[src/rtl/axis_pkg.sv]
// axis_pkg: helpers shared by the AXI Stream width-conversion blocks.
//   MAX_RATIO  - widest keep mask keep_mask() can describe.
//   keep_mask  - contiguous low-ones mask covering lanes 0..lane.
package axis_pkg;

  localparam int MAX_RATIO = 64;

  // Lanes 0..lane set, all higher lanes clear.
  function automatic logic [MAX_RATIO-1:0] keep_mask(input int lane);
    logic [MAX_RATIO-1:0] m;
    m = '0;
    for (int i = 0; i < MAX_RATIO; i++)
      if (i <= lane) m[i] = 1'b1;
    return m;
  endfunction

endpackage

[src/rtl/axis_width_upsizer.sv]
// axis_width_upsizer: packs RATIO narrow AXI Stream beats into one wide beat.
// A tlast beat flushes a partial word; tkeep marks the filled low lanes and
// unkept lanes carry zero data. The output is fully registered.
// Ports:
//   clk_i, arst_i            clock, async active-high reset
//   s_axis_*                 narrow input stream (tdata/tvalid/tlast/tuser/tready)
//   m_axis_*                 wide output stream (tdata/tkeep/tvalid/tlast/tuser/tready)
module axis_width_upsizer
  import axis_pkg::*;
#(
  parameter int S_DATA_WIDTH = 8,
  parameter int RATIO        = 4,
  parameter int TUSER_WIDTH  = 1
) (
  input  logic                             clk_i,
  input  logic                             arst_i,
  input  logic [S_DATA_WIDTH-1:0]          s_axis_tdata_i,
  input  logic                             s_axis_tvalid_i,
  input  logic                             s_axis_tlast_i,
  input  logic [TUSER_WIDTH-1:0]           s_axis_tuser_i,
  output logic                             s_axis_tready_o,
  input  logic                             m_axis_tready_i,
  output logic [S_DATA_WIDTH*RATIO-1:0]    m_axis_tdata_o,
  output logic [RATIO-1:0]                 m_axis_tkeep_o,
  output logic                             m_axis_tvalid_o,
  output logic                             m_axis_tlast_o,
  output logic [TUSER_WIDTH-1:0]           m_axis_tuser_o
);

  localparam int M_DATA_WIDTH = S_DATA_WIDTH * RATIO;
  localparam int LANE_W       = $clog2(RATIO);

  // Assembly state: lanes 0..RATIO-2 (the last lane is always the live beat).
  logic [LANE_W-1:0]                   lane_q, lane_d;
  logic [RATIO-2:0][S_DATA_WIDTH-1:0]  asm_q, asm_d;
  logic [TUSER_WIDTH-1:0]              acc_q, acc_d;

  // Output register.
  logic [RATIO-1:0][S_DATA_WIDTH-1:0]  m_data_q, m_data_d;
  logic [RATIO-1:0]                    m_keep_q, m_keep_d;
  logic                                m_last_q, m_last_d;
  logic [TUSER_WIDTH-1:0]              m_user_q, m_user_d;
  logic                                m_valid_q, m_valid_d;

  logic                                accept, complete, lane_full;
  logic [RATIO-1:0][S_DATA_WIDTH-1:0]  word;
  logic [MAX_RATIO-1:0]                keep_full;
  logic                                unused_keep;

  // Ready only looks at the downstream, never at the input beat itself.
  assign s_axis_tready_o = !m_valid_q | m_axis_tready_i;

  assign lane_full = (lane_q == LANE_W'(RATIO - 1));
  assign accept    = s_axis_tvalid_i & s_axis_tready_o;
  assign complete  = accept & (lane_full | s_axis_tlast_i);

  assign keep_full   = keep_mask(int'(lane_q));
  assign unused_keep = ^keep_full[MAX_RATIO-1:RATIO];

  // Word being completed: stored lanes below lane_q, live beat at lane_q,
  // zeros above so unkept lanes never leak stale assembly data.
  always_comb begin
    word = '0;
    for (int i = 0; i < RATIO - 1; i++)
      if (LANE_W'(i) < lane_q) word[i] = asm_q[i];
    for (int i = 0; i < RATIO; i++)
      if (LANE_W'(i) == lane_q) word[i] = s_axis_tdata_i;
  end

  always_comb begin
    lane_d    = lane_q;
    asm_d     = asm_q;
    acc_d     = acc_q;
    m_data_d  = m_data_q;
    m_keep_d  = m_keep_q;
    m_last_d  = m_last_q;
    m_user_d  = m_user_q;
    m_valid_d = m_valid_q;

    // Downstream took the word; a same-cycle completion below overrides.
    if (m_valid_q && m_axis_tready_i) m_valid_d = 1'b0;

    if (complete) begin
      m_data_d  = word;
      m_keep_d  = keep_full[RATIO-1:0];
      m_last_d  = s_axis_tlast_i;
      m_user_d  = acc_q | s_axis_tuser_i;
      m_valid_d = 1'b1;
      lane_d    = '0;
      acc_d     = '0;
    end else if (accept) begin
      for (int i = 0; i < RATIO - 1; i++)
        if (LANE_W'(i) == lane_q) asm_d[i] = s_axis_tdata_i;
      acc_d  = acc_q | s_axis_tuser_i;
      lane_d = lane_q + LANE_W'(1);
    end
  end

  always_ff @(posedge clk_i or posedge arst_i) begin
    if (arst_i) begin
      lane_q    <= '0;
      asm_q     <= '0;
      acc_q     <= '0;
      m_data_q  <= '0;
      m_keep_q  <= '0;
      m_last_q  <= 1'b0;
      m_user_q  <= '0;
      m_valid_q <= 1'b0;
    end else begin
      lane_q    <= lane_d;
      asm_q     <= asm_d;
      acc_q     <= acc_d;
      m_data_q  <= m_data_d;
      m_keep_q  <= m_keep_d;
      m_last_q  <= m_last_d;
      m_user_q  <= m_user_d;
      m_valid_q <= m_valid_d;
    end
  end

  assign m_axis_tdata_o  = M_DATA_WIDTH'(m_data_q);
  assign m_axis_tkeep_o  = m_keep_q;
  assign m_axis_tlast_o  = m_last_q;
  assign m_axis_tuser_o  = m_user_q;
  assign m_axis_tvalid_o = m_valid_q;

endmodule
[config.mk]
export PLATFORM = sky130hd
export DESIGN_NAME = axis_width_upsizer
export DESIGN_NICKNAME = d
export VERILOG_FILES = /design/src/rtl/axis_pkg.sv /design/src/rtl/axis_width_upsizer.sv
export SDC_FILE = /design/constraint.sdc
export NUM_CORES = 1
export LEC_CHECK = 0
export BUFFER_PORTS_ARGS = -buffer_cell sky130_fd_sc_hd__buf_2
export CAP_MARGIN = 0
export CELL_PAD_IN_SITES_DETAIL_PLACEMENT = 2
export CELL_PAD_IN_SITES_GLOBAL_PLACEMENT = 2
export CORE_ASPECT_RATIO = 0.6
export CORE_MARGIN = 3
export CORE_UTILIZATION = 40
export DETAILED_ROUTE_END_ITERATION = 7
export GPL_TIMING_DRIVEN = 1
export PLACE_DENSITY = 0.84
export SYNTH_ARGS = -nofsm -noshare
export SYNTH_HDL_FRONTEND = slang
export SYNTH_SLANG_ARGS = --single-unit
export TNS_END_PERCENT = 10
[constraint.sdc]
create_clock -name clk_i -period 4.1 [get_ports clk_i]
set_clock_uncertainty 0.05 [all_clocks]
set_input_delay 0.205 -clock clk_i [delete_from_list [all_inputs] [get_ports clk_i]]
set_output_delay 0.205 -clock clk_i [all_outputs]
set_load 0.02 [all_outputs]
* Word level (Yosys, flattened, before mapping) *
Cells that the tools add are included.
Widths: inputs -> output; s select.

cells by class
  $add $sub $neg = 1
  magnitude comparators = 6
  eq/ne operators = 4
  multiplexer cells = 16
  bitwise operators = 6
  reduce and logical (&&, ||, !) cells = 8

operator list
  kind                 number
  $mux 8               7
  $reduce_and 3->1     3
  $mux 1               7
  $eq 2x2->1 const A   2
  $le 2x2->1 const A   2
  $lt 1x2->1 const A   2
  $mux 2               2
  $reduce_bool 2->1    2
  $or 1x1->1           3
  $add 2x1->2 const B  1
  $and 1x1->1          2
  $eq 1x2->1 const A   1
  $eq 2x2->1 const B   1
  $le 1x2->1 const A   1
  $logic_not 2->1      1
  $lt 2x2->1 const A   1
  $logic_and 1x1->1    1
  $logic_not 1->1      1
  $not 1->1            1

word-level totals
  flip-flop bits (word level) = 66
  bits of input ports = 14
  output and inout port bits = 40
  word-level logic and storage cells = 54

* Longest topological paths before layout *
Gate-level depths: netlist (run 1).

  word-level depth = 6
  gate-level depth with buffers = 7

* Worst setup path after synthesis (run 1) *
OpenSTA, ideal clock, no wires.

  kind = flip-flop to flip-flop
  start = register lane_q[1]
  end = register m_data_q (netlist bit m_axis_tdata_o[0])
  library setup time = 125 ps
  data arrival time = 1620 ps
  required time = 3925 ps
  path slack = 2305 ps
  stages on the path, launching flop included = 7
  clock period less this slack = 1795 ps
  cell sequence = dfrtp_1 > clkbuf_1 > inv_1 > ha_1 > buf_2 > mux2_2 > mux2_2

on the way
  longest elaborated chain between the ends = 3
  elaborated cells on any way between the ends = 7
  classes of those cells = order compare (1); eq/ne (1); mux (2); bitwise (2); reduce/logical (1)

ends and longest elaborated chain
  item                                             RTL line                                            text
  start: declaration                               axis_width_upsizer.sv:34                            logic [LANE_W-1:0] lane_q, lane_d;
  start signal: assignment                         axis_width_upsizer.sv:110                           lane_q <= lane_d;
  $lt 1x2->1 / $eq 2x2->1 (equally long branches)  axis_width_upsizer.sv:65, axis_width_upsizer.sv:53
  $mux 8 / $or 1x1->1 (equally long branches)      axis_width_upsizer.sv:65, axis_width_upsizer.sv:55
  $mux 8 / $and 1x1->1 (equally long branches)     axis_width_upsizer.sv:67, axis_width_upsizer.sv:55
  end signal: assignment                           axis_width_upsizer.sv:113                           m_data_q <= m_data_d;
  end: declaration                                 axis_width_upsizer.sv:39                            logic [RATIO-1:0][S_DATA_WIDTH-1:0] m_data_q, m_data_d;

Parallel ways exist; a longest one is shown, timed or not.
A chain may end at the register's enable or synchronous reset.

* Worst setup path in the final report (run 1) *
  start = register lane_q[1]
  end = register m_data_q (netlist bit m_axis_tdata_o[11])

Same word-level chain as after synthesis.

==> results.yml, run 1 <==
placed_design:
  final_estimated_routing_congestion_in_global_placement: 0.758
  dp_hpwl_um: 4960
  placedInstanceArea_um2: 3270
  placement.io_buffers: 53
power_and_ir_drop:
  sw_share: 0.318
  sequentialPowerShare: 0.414
  p_leak_nw: 1.77
  cell_internal_pwr_mw: 1.68
  cell_pwr_density_nw_per_um2: 692
  worst_ir_drop_vdd_mv: 0.377
  power.share.clock: 0.294
  power.combinational.fraction: 0.292
  power_switching_mw: 0.783
  finalPower_mw: 2.46
synthesis:
  syn-cell-area_um2: 2960
  netlist_instances: 228
  dominantRegCellSynth: "sky130_fd_sc_hd__dfrtp_1"
  synth_top_area_share: 0.557
  post_synth_num_cell_types: 28
  synth_top_cells_by_area: "sky130_fd_sc_hd__dfrtp_1 56%, sky130_fd_sc_hd__mux2_2 19%, sky130_fd_sc_hd__nand2_1 4.3%"
  synth_enable_flop_cells: 0
  asyncSetResetFlopFracSynth: 1.00
  synth.ff_latch_count: 66
  avgSynthCellArea_um2: 13.0
  synth.yosys.seq_area_share: 0.557
  yosys.area.top_type: "sky130_fd_sc_hd__dfrtp_1"
  yosysWarningCount: 0
  synthesized_net_count: 247
detailed_routing:
  post-route-drc-count: 0
  avgRoutedWirePerCell_um: 18.8
  routed_vias_inst: 5.13
  postRouteAntennaNets: 0
  detailedRoute.firstIterationViolations: 51
  drt_pass1_iterations: 2
  route.final.wire_length_um: 7230
  via_count: 1974
finish:
  finish.net_count: 299
  final_design_utilization: 0.513
  num_antenna_cells: 0
  finalInstanceArea_um2: 3560
  area.growth.synth_to_final_pct: 20.1
  fraction_of_layout_cells_with_a_size_suffix_above_1: 0.463
floorplan:
  dieWidth_um: 117
  ios: 54
  fp.dieArea_um2: 8510
  core_area_um2: 6940
  initial_core_util: 0.427
  die_height_um: 72.7
  std_cell_rows: 23
sta:
  rsz0062_at_grt: "false"
  finalHoldViolCount: 23
  worst_pin_slew_ns: 0.828
  finalMaxSlewViolations: 0
  achievable-frequency_ghz: 0.409
  final_period_minus_worst_setup_slack_ns: 2.45
  worst_hold_slack_ns: -0.00711
  final_period_utilization: 0.597
  tns_setup_ns: 0
  finalSetupViolCount: 0
  slew_headroom: 0.447
clock_network:
  cts.sinks: 66
  cts.repair_timing.setup_buffer_count: 0
  max-clock-path-buffers: 2
  h-tree-depth: 3
  cts_resized: 0
  numCtsBuffers: 9
  ctsRootBufferMaster: "sky130_fd_sc_hd__clkbuf_16"
  cts_clk_pin_slew_worst_paths_ns: 0.05
  cts.hold.buffers_added: 0
  cts_tree: "built"
  worst_skew_pair.late_latency_ns: 0.33
global_route:
  globalRoute.totalOverflow: 0
  grt.total_usage: 0.194
  grt_start_max_net_pins: 40
  antenna_violations_before_repair: 0
  first_global_vias: 2274
  first_pass_grt_wire_length_um: 12100
hold_path:
  worst_hold_path_type: "in -> async"
critical_path:
  max_stage_delay_ns: 0.58
  cp_data_required_time_ns: 4.26
  crit_path_end_kind: "register"
  crit_path_top_delay_cell: "sky130_fd_sc_hd__dfrtp_1"
  timing.critical_path.cells: "ha_1, nor2_8, nand3b_4, mux2_4"
  crit_type: "reg -> reg"
  startpoint_type: "register"
  cp_data_arrival_time_ns: 2.61
  cp_max_fo: 38
run_status:
  failed_checks: "negative hold slack"
  status: "finished, violations left"
job:
  maxcap_viol_count: 0
-- routing by layer --
metal  vias to the layer above  global-route usage  routed length (µm)
met2                        47               0.318                3470
met3                         6              0.0804                 405
li1                        898                   -                   -
met5                         -                   0                   0
met4                         0              0.0344                  61
met1                      1023               0.247                3290
-- synth_stat cells, types with 2 or more instances --
| library cell | n |
|---|---|
| sky130_fd_sc_hd__clkbuf_1 | 3 |
| sky130_fd_sc_hd__ha_1 | 5 |
| sky130_fd_sc_hd__mux2_4 | 6 |
| sky130_fd_sc_hd__a22o_1 | 8 |
| sky130_fd_sc_hd__mux2i_1 | 3 |
| sky130_fd_sc_hd__and3_1 | 2 |
| sky130_fd_sc_hd__mux2_2 | 50 |
| sky130_fd_sc_hd__inv_1 | 7 |
| sky130_fd_sc_hd__nand2_1 | 34 |
| sky130_fd_sc_hd__nor2_1 | 2 |
| sky130_fd_sc_hd__buf_6 | 3 |
| sky130_fd_sc_hd__buf_4 | 3 |
| sky130_fd_sc_hd__dfrtp_1 | 66 |
| sky130_fd_sc_hd__o21ai_0 | 17 |
| sky130_fd_sc_hd__nand4_2 | 3 |
| sky130_fd_sc_hd__buf_2 | 4 |
-- final timing paths --
path,startpoint,to,slack (ns),depth (start not counted)
max reg2reg,lane_q[1],m_axis_tdata_o[11],1.65,4
min in group clk_i,s_axis_tuser_i,m_axis_tuser_o,0.12,3
min,arst_i,m_axis_tdata_o[7],-0.007,2
max,lane_q[1],m_axis_tdata_o[11],1.65,4
min reg2reg,m_axis_tkeep_o[0],m_axis_tkeep_o[0],0.42,1
max in group asynchronous,arst_i,m_axis_tdata_o[11],3.12,3
-- sequential cells by signal (all words and copies together) (netlist names) --
register and cells:
m_axis_tuser_o 1, m_axis_tdata_o 32, acc_q 1, asm_q 24, m_axis_tkeep_o 4, m_axis_tvalid_o 1
lane_q 2, m_axis_tlast_o 1
-- logic make-up (layout without fill, tap and decap cells) --
kind of cell,after synthesis,count (layout),synth area share
multiplexers,59,59,0.230
buffers and inverters,20,77,0.0384
AND/OR/NAND/NOR,48,48,0.0870
AO/OA/AOI/OAI,30,30,0.0659
flip-flops,66,66,0.557
adder cells (fa/ha/maj),5,5,0.0211
-- placed cells by master, fill, tap and decap left out, types with 3 or more instances in the layout --
cell type / count
sky130_fd_sc_hd__ha_1: 5
sky130_fd_sc_hd__clkbuf_16: 9
sky130_fd_sc_hd__nand2_1: 34
sky130_fd_sc_hd__buf_2: 53
sky130_fd_sc_hd__o21ai_0: 17
sky130_fd_sc_hd__clkbuf_8: 3
sky130_fd_sc_hd__dfrtp_1: 66
sky130_fd_sc_hd__mux2_2: 50
sky130_fd_sc_hd__mux2_4: 6
sky130_fd_sc_hd__nand4_2: 3
sky130_fd_sc_hd__mux2i_1: 3
sky130_fd_sc_hd__inv_1: 6
sky130_fd_sc_hd__a22o_1: 8
-- worst max-delay path: cells and delay by family, from the launching register on --
kind	cells	cell delay (ns)
and+or+nand+nor	2	0.64
muxes	1	0.47
DFF	1	0.58
adders and majority gates	1	0.56
-- layout make-up --
type | instances | area [µm²]
Fill cell | 675 | 3380
Tap cell | 100 | 125
Timing Repair Buffer | 54 | 273
Sequential cell | 66 | 1650
Multi-Input combinational cell | 142 | 1200
Clock buffer | 14 | 274
Inverter | 7 | 26.3
Clock inverter | 2 | 10.0
-- power groups by stage --
stage / clock (mW) / combinational [mW] / sequential, mW
4_1_cts: 0.741 / 0.737 / 1.02
2_1_floorplan: 0 / 0.391 / 1.13
5_1_grt: 0.775 / 0.793 / 1.06
3_3_place_gp: 0 / 0.696 / 1.01
6_report: 0.723 / 0.719 / 1.02
3_5_place_dp: 0 / 0.726 / 1.03
-- stage by stage --
step	setup WS, ns	std cells	hold slack, ns
final	1.65	385	-0.00711
after global routing	1.42	385	0.0457
after CTS	1.61	385	0.0202
after detailed placement	1.64	369	0.369
after global placement	1.69	369	0.352
after floorplan	2.19	228	0.288
Power figures use the tool's default switching activity.
==> inputs of run 2 (changes only) <==
--- a/config.mk
+++ b/config.mk
@@ -11,10 +11,10 @@
 export CELL_PAD_IN_SITES_GLOBAL_PLACEMENT = 2
 export CORE_ASPECT_RATIO = 0.6
 export CORE_MARGIN = 3
-export CORE_UTILIZATION = 40
+export CORE_UTILIZATION = 33
 export DETAILED_ROUTE_END_ITERATION = 7
 export GPL_TIMING_DRIVEN = 1
-export PLACE_DENSITY = 0.84
+export PLACE_DENSITY = 0.74
 export SYNTH_ARGS = -nofsm -noshare
 export SYNTH_HDL_FRONTEND = slang
 export SYNTH_SLANG_ARGS = --single-unit
==> constraint.sdc (replaced) <==
create_clock -name clk_i -period 2.2 [get_ports clk_i]
set_clock_uncertainty 0.05 [all_clocks]
set_input_delay 0.11 -clock clk_i [delete_from_list [all_inputs] [get_ports clk_i]]
set_output_delay 0.11 -clock clk_i [all_outputs]
set_load 0.02 [all_outputs]
==> run 2 against run 1 <==
Against the previous run: the run now ends clean; utilization down 8.8 points; largest cell class unchanged; highest routed layer unchanged; sequential share of layout area decreased by 1.4 points; fmax is 27% higher; die area up 20%; largest power group unchanged.
==> results.yml, run 2 (synthesized netlist as in run 1, its figures left out) <==
run_status:
  status: "complete, no violations"
placed_design:
  dp_hpwl_um: 5460
  final_estimated_routing_congestion_in_global_placement: 0.718
  place_worst_setup_slack_ns: 0.274
  placement.io_buffers: 53
detailed_routing:
  drt_pass1_iterations: 4
  post-route-drc-count: 0
  route.final.wire_length_um: 7790
  via_count: 1974
  routed_vias_inst: 4.86
  detailedRoute.firstIterationViolations: 52
  avgRoutedWirePerCell_um: 19.2
  postRouteAntennaNets: 0
sta:
  finalSetupViolCount: 0
  finalMaxSlewViolations: 0
  achievable-frequency_ghz: 0.520
  postLayoutSetupSlackWorst_ns: 0.275
  final_period_utilization: 0.875
  final_period_minus_worst_setup_slack_ns: 1.92
  worst_pin_slew_ns: 0.548
  rsz0062_at_grt: "false"
  tns_setup_ns: 0
  finalHoldViolCount: 0
  slew_headroom: 0.634
critical_path:
  crit_path_top_delay_cell: "sky130_fd_sc_hd__dfrtp_1"
  max_stage_delay_ns: 0.43
  timing.critical_path.cells: "ha_1, nor2_8, nand3b_4, buf_4, buf_4, a22o_1"
  reg2reg_to: "m_axis_tdata_o[29]"
  cp_max_fo: 10
  crit_type: "reg -> reg"
  setup.worst_path.end: "m_axis_tdata_o[29]"
  regToRegStartpoint: "lane_q[1]"
  crit_path_end_kind: "register"
  setup.worst_path.start: "lane_q[1]"
  ff2ff_setup_slack_ns: 0.28
  worst_r2r_path_depth: 6
  cp_data_arrival_time_ns: 2.09
  crit_path_frequent_cell: "sky130_fd_sc_hd__buf_4"
  startpoint_type: "register"
  cp_data_required_time_ns: 2.36
floorplan:
  ios: 54
  core_area_um2: 8620
  dieWidth_um: 128
  fp.dieArea_um2: 10200
  initial_core_util: 0.344
  std_cell_rows: 26
  die_height_um: 79.4
job:
  maxcap_viol_count: 0
clock_network:
  cts.repair_timing.setup_buffer_count: 0
  cts.sinks: 66
  numCtsBuffers: 9
  h-tree-depth: 3
  worst_skew_pair.late_latency_ns: 0.33
  cts_tree: "built"
  max-clock-path-buffers: 2
  cts_clk_pin_slew_worst_paths_ns: 0.05
  ctsRootBufferMaster: "sky130_fd_sc_hd__clkbuf_16"
hold_path:
  worst_hold_path_type: "in -> reg"
finish:
  commonest_cells_after_routing_fill_and_taps_aside: "66 x sky130_fd_sc_hd__dfrtp_1, 53 x sky130_fd_sc_hd__buf_2, 50 x sky130_fd_sc_hd__mux2_2"
  most_common_library_cell_in_the_layout_ignoring_fill_and_taps: "sky130_fd_sc_hd__dfrtp_1"
  num_antenna_cells: 0
  fraction_of_layout_cells_with_a_size_suffix_above_1: 0.476
  finish.net_count: 308
  area.growth.synth_to_final_pct: 23.8
  largest_reg_flops: 32
power_and_ir_drop:
  cell_internal_pwr_mw: 3.16
  power.combinational.fraction: 0.303
  power.share.clock: 0.288
  worst_ir_drop_vdd_mv: 0.467
  power_switching_mw: 1.48
  sw_share: 0.319
  p_leak_nw: 1.83
  sequentialPowerShare: 0.410
  cell_pwr_density_nw_per_um2: 1260
global_route:
  grt_start_max_net_pins: 44
  grt.total_usage: 0.168
  first_global_vias: 2281
  antenna_violations_before_repair: 0
  first_pass_grt_wire_length_um: 12700
  globalRoute.totalOverflow: 0
## run 2: per-stage QoR
step                std cells  utilization  total power, mW  instance area, µm²  hold slack [ns]
detailed placement        389        0.391             3.33                3370            0.144
global route              406        0.426             4.94                3670           0.0316
global placement          389        0.391             3.24                3370            0.131
floorplan                 228            -             2.83                2960            0.193
CTS                       406        0.426             4.73                3670           0.0135
finish                    406        0.426             4.64                3670           0.0220
## run 2: layout make-up
type / count / area [µm²]
Timing Repair Buffer: 63 / 368
Clock buffer: 14 / 274
Fill cell: 880 / 4950
Tap cell: 112 / 140
Inverter: 7 / 26.3
Multi-Input combinational cell: 142 / 1200
Sequential cell: 66 / 1650
Clock inverter: 2 / 10.0
## run 2: worst min path at each step
| stage | from | cells after the start | slack [ns] | to |
|---|---|---|---|---|
| floorplan | s_axis_tdata_i[5] | 1 | 0.19 | m_axis_tdata_o[29] |
| global placement | arst_i | 2 | 0.13 | m_axis_tdata_o[20] |
| detailed placement | arst_i | 2 | 0.14 | m_axis_tdata_o[20] |
| CTS | s_axis_tuser_i | 3 | 0.01 | m_axis_tuser_o |
| global route | s_axis_tuser_i | 3 | 0.03 | m_axis_tuser_o |
| finish | s_axis_tuser_i | 3 | 0.02 | m_axis_tuser_o |
## run 2: critical path: cells and delay by family (launching register included)
kind | cells | cell delay (ns)
AO/OA/AOI/OAI | 1 | 0.23
adder cells (fa/ha/maj) | 1 | 0.32
flip-flops | 1 | 0.43
AND/OR/NAND/NOR | 2 | 0.36
buffers and inverters | 2 | 0.43
## run 2: timing repair
| item | in CTS | in global routing |
|---|---|---|
| gates resized for setup | 0 | 0 |
| hold buffers | 1 | 0 |
| endpoints found under the hold margin | 23 | 0 |
## run 2: power groups by stage
stage / logic, mW / registers [mW] / clock network [mW]
floorplan: 0.728 / 2.10 / 0
global placement: 1.36 / 1.88 / 0
detailed placement: 1.41 / 1.92 / 0
CTS: 1.44 / 1.91 / 1.38
global route: 1.54 / 1.97 / 1.44
finish: 1.41 / 1.90 / 1.33
## run 2: per-layer routing
layer	vias up	wire, µm	global-route usage
met3	7	396	0.0541
met1	1010	3700	0.214
met4	0	71	0.0508
met2	48	3620	0.274
met5	-	0	0
li1	909	-	-
==> inputs of run 3 (changes only) <==
--- a/config.mk
+++ b/config.mk
@@ -5,16 +5,18 @@
 export SDC_FILE = /design/constraint.sdc
 export NUM_CORES = 1
 export LEC_CHECK = 0
+export ABC_AREA = 1
 export BUFFER_PORTS_ARGS = -buffer_cell sky130_fd_sc_hd__buf_2
 export CAP_MARGIN = 0
 export CELL_PAD_IN_SITES_DETAIL_PLACEMENT = 2
 export CELL_PAD_IN_SITES_GLOBAL_PLACEMENT = 2
 export CORE_ASPECT_RATIO = 0.6
 export CORE_MARGIN = 3
-export CORE_UTILIZATION = 33
+export CORE_UTILIZATION = 29
+export CTS_CLUSTER_DIAMETER = 120
 export DETAILED_ROUTE_END_ITERATION = 7
 export GPL_TIMING_DRIVEN = 1
-export PLACE_DENSITY = 0.74
+export PLACE_DENSITY = 0.75
 export SYNTH_ARGS = -nofsm -noshare
 export SYNTH_HDL_FRONTEND = slang
 export SYNTH_SLANG_ARGS = --single-unit
==> run 3 against run 2 <==
Against the previous run: register-to-register slack worse by 0.099 ns; final area grew 2.4%; via count grew 36%; setup slack worse by 0.099 ns; highest routed layer unchanged; global-route usage increased by 1.4 points; critical path type unchanged; sequential power shrank 5%; first-iteration DRC count increased by 110%; utilization down 4.9 points.
==> results.yml, run 3 <==
synthesis:
  post_synth_num_cell_types: 22
  synth.most_common_cell: "sky130_fd_sc_hd__nand2_1"
  netlist_instances: 372
  asyncSetResetFlopFracSynth: 1.00
  avgSynthCellArea_um2: 8.11
  yosys.area.top_type: "sky130_fd_sc_hd__dfrtp_1"
  ys_top_cells_by_count: "189 x sky130_fd_sc_hd__nand2_1, 66 x sky130_fd_sc_hd__dfrtp_1, 40 x sky130_fd_sc_hd__nand3_1"
  syn-cell-area_um2: 3020
  synth_enable_flop_cells: 0
  yosysWarningCount: 0
  synth.yosys.seq_area_share: 0.547
  synth.ff_latch_count: 66
  synthesized_net_count: 391
  synth_top_cells_by_area: "sky130_fd_sc_hd__dfrtp_1 55%, sky130_fd_sc_hd__nand2_1 24%, sky130_fd_sc_hd__nand3_1 6.6%"
  synth_top_area_share: 0.547
  dominantRegCellSynth: "sky130_fd_sc_hd__dfrtp_1"
sta:
  tns_setup_ns: 0
  worst_pin_slew_ns: 0.829
  final_period_minus_worst_setup_slack_ns: 2.02
  final_period_utilization: 0.920
  rsz0062_at_grt: "false"
  slew_headroom: 0.446
  finalSetupViolCount: 0
  finalMaxSlewViolations: 0
  finalHoldViolCount: 0
  achievable-frequency_ghz: 0.494
hold_path:
  worst_hold_path_type: "in -> reg"
  sink_of_the_worst_hold_path: "asm_q[7]"
  timing.hold.worst.start: "s_axis_tdata_i[7]"
  worst_hold_path.num_cells: 3
floorplan:
  die_height_um: 85.0
  ios: 54
  initial_core_util: 0.302
  core_area_um2: 9980
  dieWidth_um: 138
  std_cell_rows: 28
  fp.dieArea_um2: 11700
clock_network:
  worst_skew_pair.late_latency_ns: 0.33
  ctsRootBufferMaster: "sky130_fd_sc_hd__clkbuf_16"
  cts_clk_pin_slew_worst_paths_ns: 0.05
  h-tree-depth: 3
  cts.sinks: 66
  cts.repair_timing.setup_buffer_count: 0
  max-clock-path-buffers: 2
  numCtsBuffers: 9
  cts_tree: "built"
detailed_routing:
  post-route-drc-count: 0
  drt_pass1_iterations: 4
  avgRoutedWirePerCell_um: 17.0
  routed_vias_inst: 4.72
  postRouteAntennaNets: 0
  via_count: 2682
  route.final.wire_length_um: 9680
  detailedRoute.firstIterationViolations: 109
power_and_ir_drop:
  p_leak_nw: 2.11
  cell_pwr_density_nw_per_um2: 1190
  worst_ir_drop_vdd_mv: 0.451
global_route:
  grt_start_max_net_pins: 45
  globalRoute.totalOverflow: 0
  first_global_vias: 3093
  antenna_violations_before_repair: 0
  grt.total_usage: 0.182
  first_pass_grt_wire_length_um: 16200
finish:
  fin_cells: 568
  commonest_cells_after_routing_fill_and_taps_aside: "189 x sky130_fd_sc_hd__nand2_1, 66 x sky130_fd_sc_hd__dfrtp_1, 53 x sky130_fd_sc_hd__buf_2"
  largest_reg_flops: 32
  finish.net_count: 448
  num_antenna_cells: 0
  area.growth.synth_to_final_pct: 24.4
  finalInstanceArea_um2: 3750
  fraction_of_layout_cells_with_a_size_suffix_above_1: 0.201
  most_common_library_cell_in_the_layout_ignoring_fill_and_taps: "sky130_fd_sc_hd__nand2_1"
placed_design:
  placedInstanceArea_um2: 3440
  placement.io_buffers: 53
  dp_hpwl_um: 6800
  cell_count_post_placement: 551
  final_estimated_routing_congestion_in_global_placement: 0.733
critical_path:
  cp_data_arrival_time_ns: 2.24
  reg2reg_to: "m_axis_tdata_o[15]"
  setup.worst_path.start: "lane_q[1]"
  cp_data_required_time_ns: 2.42
  worst_r2r_path_depth: 7
  startpoint_type: "register"
  ff2ff_setup_slack_ns: 0.18
  cp_max_fo: 12
  crit_type: "reg -> reg"
  crit_path_end_kind: "register"
  regToRegStartpoint: "lane_q[1]"
job:
  maxcap_viol_count: 0
run_status:
  status: "complete, no violations"
run 3: layer usage:
layer  part of all wire  up-vias  global-route usage
met3              0.036        6              0.0509
met4             0.0078        0              0.0430
met5                  0        -                   0
met2               0.47       43               0.297
li1                   -     1280                   -
met1               0.49     1353               0.241
run 3: area by class of cell:
type / instances / area [µm²]
clock buffer: 12 / 246
clock inverter: 3 / 40.0
fill: 1169 / 6230
inverter: 18 / 71.3
multi-input combinational: 269 / 1190
sequential: 66 / 1650
tap: 135 / 169
timing repair buffer: 65 / 385
run 3: worst max-delay path by stage:
stage	end	slack [ns]	depth (start not counted)
after floorplan	acc_q	0.39	1
final	m_axis_tdata_o[15]	0.18	7
after CTS	m_axis_tdata_o[15]	0.12	7
after global placement	m_axis_tdata_o[15]	0.19	7
after detailed placement	m_axis_tdata_o[15]	0.13	7
after global routing	m_axis_tdata_o[15]	0.02	7
run 3: kinds of logic (layout without fill, tap and decap cells):
family                     count (synthesis)  in the layout  synth area share
AOI/OAI and AO/OA                         16             16            0.0278
adders and majority gates                  5              5            0.0207
buffers and inverters                     37             98            0.0589
DFF                                       66             66             0.547
and+or+nand+nor                          248            248             0.345
run 3: what timing repair did:
action / CTS / global route
endpoints found under the hold margin: 24 / 0
setup endpoints to repair: 0 / 1
gates resized for setup: 0 / 1
hold buffers: 2 / 0
run 3: power breakdown:
part           leakage (nW)  internal, mW  switching, mW
Sequential            0.851          1.59          0.217
Combinational          1.12         0.406          0.859
Clock                 0.142         0.897          0.500
run 3: critical path: stages (launching register included):
cell,delay (ns)
sky130_fd_sc_hd__dfrtp_1,0.38
sky130_fd_sc_hd__buf_4,0.20
sky130_fd_sc_hd__inv_1,0.13
sky130_fd_sc_hd__ha_1,0.42
sky130_fd_sc_hd__clkinvlp_4,0.34
sky130_fd_sc_hd__o21ai_0,0.25
sky130_fd_sc_hd__nand2_1,0.09
sky130_fd_sc_hd__nand2_1,0.10
run 3: stage by stage:
stage	util	setup slack [ns]	total power, mW	hold WS [ns]
6_report	0.376	0.176	4.47	0.0339
5_1_grt	0.376	0.0230	4.81	0.0429
3_5_place_dp	0.345	0.132	3.10	0.143
2_1_floorplan	-	0.385	2.61	0.195
4_1_cts	0.376	0.121	4.55	0.0299
3_3_place_gp	0.345	0.194	3.02	0.126
